==> src/rtl/counter_pkg.sv <==
// Shared types and constants for the up/down modulus counter.
// Mode selects what happens at a limit; direction encodes up_dn.
package counter_pkg;

  typedef enum logic {
    MODE_WRAP = 1'b0,
    MODE_SAT  = 1'b1
  } cnt_mode_e;

  localparam logic DIR_UP   = 1'b1;
  localparam logic DIR_DOWN = 1'b0;

endpackage

==> src/rtl/counter_next_calc.sv <==
// Combinational step for one enabled count: next value and boundary event.
// The >= test on the up path pulls a count left above a lowered max_val back in.
module counter_next_calc
  import counter_pkg::*;
#(
  parameter int WIDTH = 8
) (
  input  logic [WIDTH-1:0] count,
  input  logic [WIDTH-1:0] max_val,
  input  logic             up_dn,
  input  cnt_mode_e        mode,
  output logic [WIDTH-1:0] next_count,
  output logic             evt
);

  always_comb begin
    next_count = count;
    evt        = 1'b0;
    if (up_dn == DIR_UP) begin
      if (count < max_val) begin
        next_count = count + WIDTH'(1);
      end else begin
        evt        = 1'b1;
        next_count = (mode == MODE_SAT) ? max_val : '0;
      end
    end else begin
      if (count != '0) begin
        next_count = count - WIDTH'(1);
      end else begin
        evt        = 1'b1;
        next_count = (mode == MODE_SAT) ? '0 : max_val;
      end
    end
  end

endmodule

==> src/rtl/updown_mod_counter.sv <==
// Up/down counter with runtime modulus, load, clear, wrap/saturate modes,
// a one-cycle boundary pulse and a sticky overflow flag.
module updown_mod_counter
  import counter_pkg::*;
#(
  parameter int WIDTH     = 8,
  parameter int RESET_VAL = 0
) (
  input  logic             clk,
  input  logic             reset_n,
  input  logic             enable,
  input  logic             clear,
  input  logic             load,
  input  logic [WIDTH-1:0] load_val,
  input  logic             up_dn,
  input  logic             mode,
  input  logic [WIDTH-1:0] max_val,
  input  logic             ovf_clr,
  output logic [WIDTH-1:0] count,
  output logic             at_max,
  output logic             at_zero,
  output logic             tc_pulse,
  output logic             ovf_sticky
);

  logic [WIDTH-1:0] step_count;
  logic             step_evt;
  logic [WIDTH-1:0] load_clip;
  logic             evt_taken;

  counter_next_calc #(
    .WIDTH(WIDTH)
  ) u_next (
    .count      (count),
    .max_val    (max_val),
    .up_dn      (up_dn),
    .mode       (cnt_mode_e'(mode)),
    .next_count (step_count),
    .evt        (step_evt)
  );

  // A clear or load on the same edge overrides the step, so its event is dropped.
  always_comb begin
    load_clip = (load_val > max_val) ? max_val : load_val;
    evt_taken = enable & ~clear & ~load & step_evt;
  end

  always_ff @(posedge clk or negedge reset_n) begin
    if (!reset_n) begin
      count      <= WIDTH'(RESET_VAL);
      tc_pulse   <= 1'b0;
      ovf_sticky <= 1'b0;
    end else begin
      if (clear) begin
        count <= '0;
      end else if (load) begin
        count <= load_clip;
      end else if (enable) begin
        count <= step_count;
      end
      tc_pulse <= evt_taken;
      if (evt_taken) begin
        ovf_sticky <= 1'b1;
      end else if (ovf_clr) begin
        ovf_sticky <= 1'b0;
      end
    end
  end

  assign at_max  = (count >= max_val);
  assign at_zero = (count == '0);

endmodule

==> config.mk <==
export PLATFORM = sky130hd
export DESIGN_NAME = updown_mod_counter
export DESIGN_NICKNAME = d
export VERILOG_FILES = /design/src/rtl/counter_pkg.sv /design/src/rtl/counter_next_calc.sv /design/src/rtl/updown_mod_counter.sv
export SDC_FILE = /design/constraint.sdc
export NUM_CORES = 1
export LEC_CHECK = 0
export BUFFER_PORTS_ARGS = -buffer_cell sky130_fd_sc_hd__clkbuf_2
export CAP_MARGIN = 20
export CORE_MARGIN = 2
export CORE_UTILIZATION = 50
export CTS_CLUSTER_DIAMETER = 150
export DETAILED_ROUTE_END_ITERATION = 7
export PLACE_DENSITY = 0.83
export SYNTH_ARGS = -nofsm -noshare
export SYNTH_HDL_FRONTEND = slang
export SYNTH_HIERARCHICAL = 1
export SYNTH_SLANG_ARGS = --single-unit
==> constraint.sdc <==
create_clock -name clk -period 4.75 [get_ports clk]
set_input_delay 0 -clock clk [delete_from_list [all_inputs] [get_ports clk]]
set_output_delay 0 -clock clk [all_outputs]
set_load 0.05 [all_outputs]
## After elaboration in Yosys (flattened, before gate mapping)

Cells that the tools add are included.

- Add/subtract/negate cells: 2
- Divide/modulo/power cells: 0
- Reduce and logical (&&, ||, !) cells: 4
- $lt $le $gt $ge: 3
- Bitwise gates (word level): 5
- Multiplexer cells: 14
- Shift-type cells: 0
- Equality and inequality tests: 0
- Multipliers: 0

Operators by type and width:

| operator | count |
|---|---|
| 8-bit 2-to-1 mux | 9 |
| 8-bit by 1-bit adder with 8-bit output (second input constant) | 1 |
| 8-bit greater-or-equal comparator | 1 |
| 8-bit greater-than comparator | 1 |
| 8-bit zero test | 1 |
| 8-bit < comparator | 1 |
| 8-bit nonzero test | 1 |
| 8-bit by 1-bit subtractor with 8-bit output (second input constant) | 1 |
| 1-bit 2-to-1 mux | 5 |
| 1-bit AND | 3 |
| 3-bit nonzero test | 1 |
| 1-bit NOT | 2 |
| 2-bit nonzero test | 1 |

- Input port bits: 24
- RAM bits: 0
- Bits in registers: 10
- Logic and storage cells: 31
- Latch bits: 0
- Memories: 0
- Output and inout port bits: 12
- Memory bits (read-only): 0

## Longest topological paths before layout

- Depth after elaboration: 6
- Gate-level depth with buffers: 10
- Depth with buffers taken out: 9

## By module

Netlist, hierarchy kept.

By module, submodules not included:

| module | sequential area each (µm²) | area each (µm²) | times used | cells each |
|---|---|---|---|---|
| updown_mod_counter | 250.2 | 997.2 | 1 | 111 |
| counter_next_calc | 0.0 | 747.0 | 1 | 107 |

## Worst setup path after synthesis

No wires, ideal clock.

- Path type: register to register
- Start: register count[2]
- End: register count[3]
- Cell stages (with the launch flop): 9
- Clock period less this slack: 2.383 ns
- Data arrival time: 2.284 ns
- Path buffers: 0
- Slack: 2.367 ns
- Data required time: 4.651 ns
- Setup time: 0.099 ns
- Cells stage by stage: dfrtp_1 ha_1 a211oi_1 o21ai_1 a21oi_2 mux2_2 a21oi_1 a211oi_1 a311oi_1

- Word-level cells in the longest chain between the ends: 6
- Elaborated cells on any way between the ends: 10
- Those cells by class: add/sub (2); order compare (1); mux (6); reduce/logical (1)

RTL lines:

| item | line | source |
|---|---|---|
| from (decl) | updown_mod_counter.sv:19 | `output logic [WIDTH-1:0] count,` |
| from (signal assigned) | updown_mod_counter.sv:50 | `count <= WIDTH'(RESET_VAL);` |
| from (signal assigned) | updown_mod_counter.sv:57 | `count <= load_clip;` |
| from (signal assigned) | updown_mod_counter.sv:59 | `count <= step_count;` |
| 8-bit by 1-bit subtractor with 8-bit output, or another cell as far along | counter_next_calc.sv:28 | `next_count = count - WIDTH'(1);` |
| 8-bit 2-to-1 mux, on equally long branches | counter_next_calc.sv:27, counter_next_calc.sv:20 |  |
| 8-bit 2-to-1 mux (*) | counter_next_calc.sv:19 | `if (up_dn == DIR_UP) begin` |
| via step_count[3] | updown_mod_counter.sv:26 | `logic [WIDTH-1:0] step_count;` |
| 8-bit 2-to-1 mux (*) | updown_mod_counter.sv:58 | `end else if (enable) begin` |
| 8-bit 2-to-1 mux (*) | updown_mod_counter.sv:56 | `end else if (load) begin` |
| 8-bit 2-to-1 mux (*) | updown_mod_counter.sv:54 | `if (clear) begin` |

The timed path passes the listed nets; every way through them passes the cells marked *. The select of a mux whose other input is x is not followed.
A chain may end at the register's enable or synchronous reset.

## Worst setup path after layout

- Start: register count[2]
- End: register count[1]

- Word-level cells in the longest chain between the ends: 6
- Elaborated cells on any way between the ends: 8
- Those cells by class: order compare (1); mux (6); reduce/logical (1)

RTL lines:

| item | line |
|---|---|
| 8-bit < comparator or 8-bit nonzero test (tied branches) | counter_next_calc.sv:20, counter_next_calc.sv:27 |
| 8-bit 2-to-1 mux, on equally long branches | counter_next_calc.sv:20, counter_next_calc.sv:27 |
| 8-bit 2-to-1 mux (*) | counter_next_calc.sv:19 |
| via step_count[1] | updown_mod_counter.sv:26 |
| 8-bit 2-to-1 mux (*) | updown_mod_counter.sv:58 |
| 8-bit 2-to-1 mux (*) | updown_mod_counter.sv:56 |
| 8-bit 2-to-1 mux (*) | updown_mod_counter.sv:54 |

Marked as above.

==> impl_metrics.py <==
metrics = {
    "run_status": {
        "outcome": "finished, final reports clean",
    },
    "detailed_routing": {
        "firstDrtPassIters": 4,
        "wl_per_cell_um": 16.1,
        "initialDrtViolationCount": 163,
        "drcViolationCount": 0,
        "num_vias": 1772,
        "final_antenna_net_count": 0,
        "drt-total-wl_um": 4720,
        "vias_per_cell": 6.03,
    },
    "floorplanning": {
        "num_io_pins": 36,
        "fp.dieW_um": 63.1,
        "die_y_um": 63.1,
        "die-area_sq_um": 3980,
        "fp.coreArea_sq_um": 3340,
        "rows": 21,
        "start_util_pct": 52.3,
    },
    "sta": {
        "slew_headroom_pct": 58.3,
        "fin_hold_ws_ns": 0.0117,
        "fin_setup_tns_ns": 0,
        "finClkSkew_ns": 0.00357,
        "final-hold-violation-count": 0,
        "layout_setup_ws_ns": 1.96,
        "slew_viol_final": 0,
        "finalSetupViolCount": 0,
        "fin_crit_sh_pct": 58.7,
        "fmax_mhz": 358,
        "finalCriticalPeriod_ns": 2.79,
        "rsz0062_at_grt": "false",
        "tightest_slew_ns": 0.624,
    },
    "clock_tree": {
        "ctsHtreeMaxLevel": 1,
        "root_buffer": "clkbuf_4",
        "postCtsSetupBuffers": 0,
        "path_clk_slew_ns": 0.08,
        "clk_latency_ns": 0.27,
        "cts_resized": 0,
        "cts_tree": "done",
        "cts_sinks": 10,
        "numCtsBuffers": 3,
        "clk_path_buf_depth": 2,
    },
    "critical_path": {
        "crit_path_max_fanout": 13,
        "cp.arrival_ns": 2.92,
        "path_class": "flop to flop",
        "critical_path.most_common_cell": "a211oi_1",
        "required_ns": 4.88,
        "cpMaxStageDelayCell": "dfrtp_1",
        "path_cells": "ha_1 > a211oi_1 > o21ai_1 > a21oi_2 > o31ai_1 > a221o_1 > a211oi_1 > a311oi_1",
        "slowest_delay_ns": 0.65,
        "cp-start-kind": "flop",
        "end_kind": "flop",
        "worst-path-buf-inv": 0,
        "critical-path-top-delay-family": "compound AO/OA/AOI/OAI gates",
    },
    "logic_synthesis": {
        "synthTopCellsByArea": "ha_1 19%, dfrtp_1 14%, nand3_1 4.6%",
        "ys_seq_area_share_pct": 14.3,
        "mappedNetlistArea_sq_um": 1740,
        "synth_warnings": 6,
        "yosysUniqueCellTypes": 56,
        "synth_seq_cells": 10,
        "synthCells": 218,
        "synth.net_count": 268,
        "synth_area_leader_cell": "ha_1",
        "synth_top_area_share_pct": 18.7,
        "syn-mean-instance-area_sq_um": 8.00,
    },
    "cells_and_area": {
        "finalNonFillerCells": 294,
        "drive_above_1_share_pct": 23.0,
        "antenna_cells": 0,
        "post-route-util_pct": 59.1,
        "final_nets": 299,
        "area_delta_synth_final_pct": 13.1,
        "final_area_sq_um": 1970,
        "fill_cells": 334,
    },
    "global_routing": {
        "grt_pass1_vias": 1615,
        "grt_max_degree": 19,
        "track_usage_pct": 24.8,
        "antenna_found_initial": 0,
        "grt_pass1_wl_um": 7850,
        "overflow": 0,
    },
    "power_and_ir_drop": {
        "fin_total_pwr_mw": 0.432,
        "ir_worst_vdd_mv": 0.140,
        "leakagePower_nw": 0.942,
        "powerDensity_nw_per_um2": 219,
    },
    "placed_design": {
        "pre_cts_slack_ns": 2.03,
        "port_buffers": 35,
        "globalplace.congestion": 0.883,
        "place_hpwl_um": 3590,
        "placed_area_sq_um": 1920,
        "placed_cells": 288,
    },
    "min_path": {
        "worst_hold_path_type": "primary input to flop",
    },
    "flow_run": {
        "max_cap_viol_count": 0,
    },
}
## worst reg2reg max path, cell delays in order, from the launching register on
cell and delay, ns:
dfrtp_1 0.65, ha_1 0.34, a211oi_1 0.23, o21ai_1 0.11, a21oi_2 0.44, o31ai_1 0.20, a221o_1 0.38, a211oi_1 0.21
a311oi_1 0.08
## layout by cell type (no fill, tap or decap), types with 2 or more instances in the layout
master	n
clkbuf_2	35
ha_1	26
inv_1	21
nand3_1	16
nand2_1	12
nor2b_1	12
a21oi_1	11
o21ai_0	11
dfrtp_1	10
a211oi_1	9
a311oi_1	8
nor2_1	6
nor3_1	5
xor2_1	5
or4_1	3
nand4_1	3
clkbuf_4	3
o211ai_1	3
xnor2_1	3
o21ai_2	2
nor2_4	2
dlygate4sd3_1	2
inv_2	2
o21ai_1	2
nand2_2	2
o31ai_1	2
a211o_1	2
and3_1	2
## layout make-up
cell class                      count  area (sq um)  share of cell area [%]
Clock buffer                        4          36.3                    1.84
Timing Repair Buffer               37           195                    9.90
Tap cell                           46          57.6                    2.92
Sequential cell                    10           250                    12.7
Multi-Input combinational cell    174          1350                    68.3
Inverter                           23          86.3                    4.38
## per-layer routing
| layer | routed length, um | vias up | track usage (%) |
|---|---|---|---|
| li1 | - | 871 | - |
| met1 | 2130 | 821 | 34.3 |
| met3 | 335 | 4 | 2.68 |
| met5 | 0 | - | 0 |
| met4 | 52 | 0 | 7.78 |
| met2 | 2210 | 76 | 40.4 |
## cell usage after synthesis (all sizes together)
| cell type | count |
|---|---|
| nand2 | 14 |
| a21oi | 12 |
| buf | 4 |
| o221ai | 1 |
| mux2i | 1 |
| o21a | 1 |
| xor2 | 5 |
| a31o | 1 |
| a211oi | 10 |
| nor2b | 13 |
| and4 | 1 |
| o2bb2ai | 1 |
| a21o | 1 |
| a21boi | 1 |
| nand2b | 1 |
| ha | 26 |
| nand4 | 4 |
| nand3 | 17 |
| nor2 | 8 |
| clkbuf | 7 |
| nor4 | 2 |
| nor3 | 5 |
| o21ai | 15 |
| xnor2 | 3 |
| or4 | 3 |
| nor3b | 1 |
| a211o | 3 |
| a311oi | 8 |
| and3 | 2 |
| a2111oi | 1 |
| or3 | 1 |
| inv | 23 |
| mux2 | 2 |
| dfrtp | 10 |
| o31ai | 2 |
| a221o | 1 |
| a311o | 1 |
| o211ai | 4 |
| a31oi | 2 |
## worst paths after layout
kind,start,end,slack [ns],cells after the start
setup reg to reg,count[2],count[1],1.96,8
min in group asynchronous,reset_n,count[5],0.15,2
setup / recovery,count[2],count[1],1.96,8
max in group asynchronous,reset_n,ovf_sticky,4.39,2
hold reg to reg,ovf_sticky,ovf_sticky,0.50,1
hold / removal,load_val[0],count[0],0.01,3
## sequential cells by signal, indices dropped and copies added, names as in the netlist
register / cells
ovf_sticky: 1
count: 8
tc_pulse: 1
## logic make-up (layout without fill, tap and decap cells)
| group | count (synthesis) | after routing | synth area share (%) |
|---|---|---|---|
| multiplexers | 3 | 3 | 1.87 |
| adder cells (fa/ha/maj) | 26 | 26 | 18.7 |
| XOR/XNOR | 8 | 8 | 4.02 |
| buffers and inverters | 34 | 64 | 8.47 |
| AND/OR/NAND/NOR | 72 | 72 | 24.8 |
| AO/OA/AOI/OAI | 65 | 65 | 27.8 |
| flip-flops | 10 | 10 | 14.3 |
## timing repair
| item | in CTS | in global routing |
|---|---|---|
| hold buffers | 2 | 0 |
| setup endpoints to repair | 0 | 0 |
| endpoints found under the hold margin | 11 | 0 |
## report_power, final
part           switching [mW]  internal [mW]
logic                   0.145         0.0891
clock network          0.0335         0.0466
registers              0.0260         0.0918
Note: power is estimated with default switching activity, not from simulation.
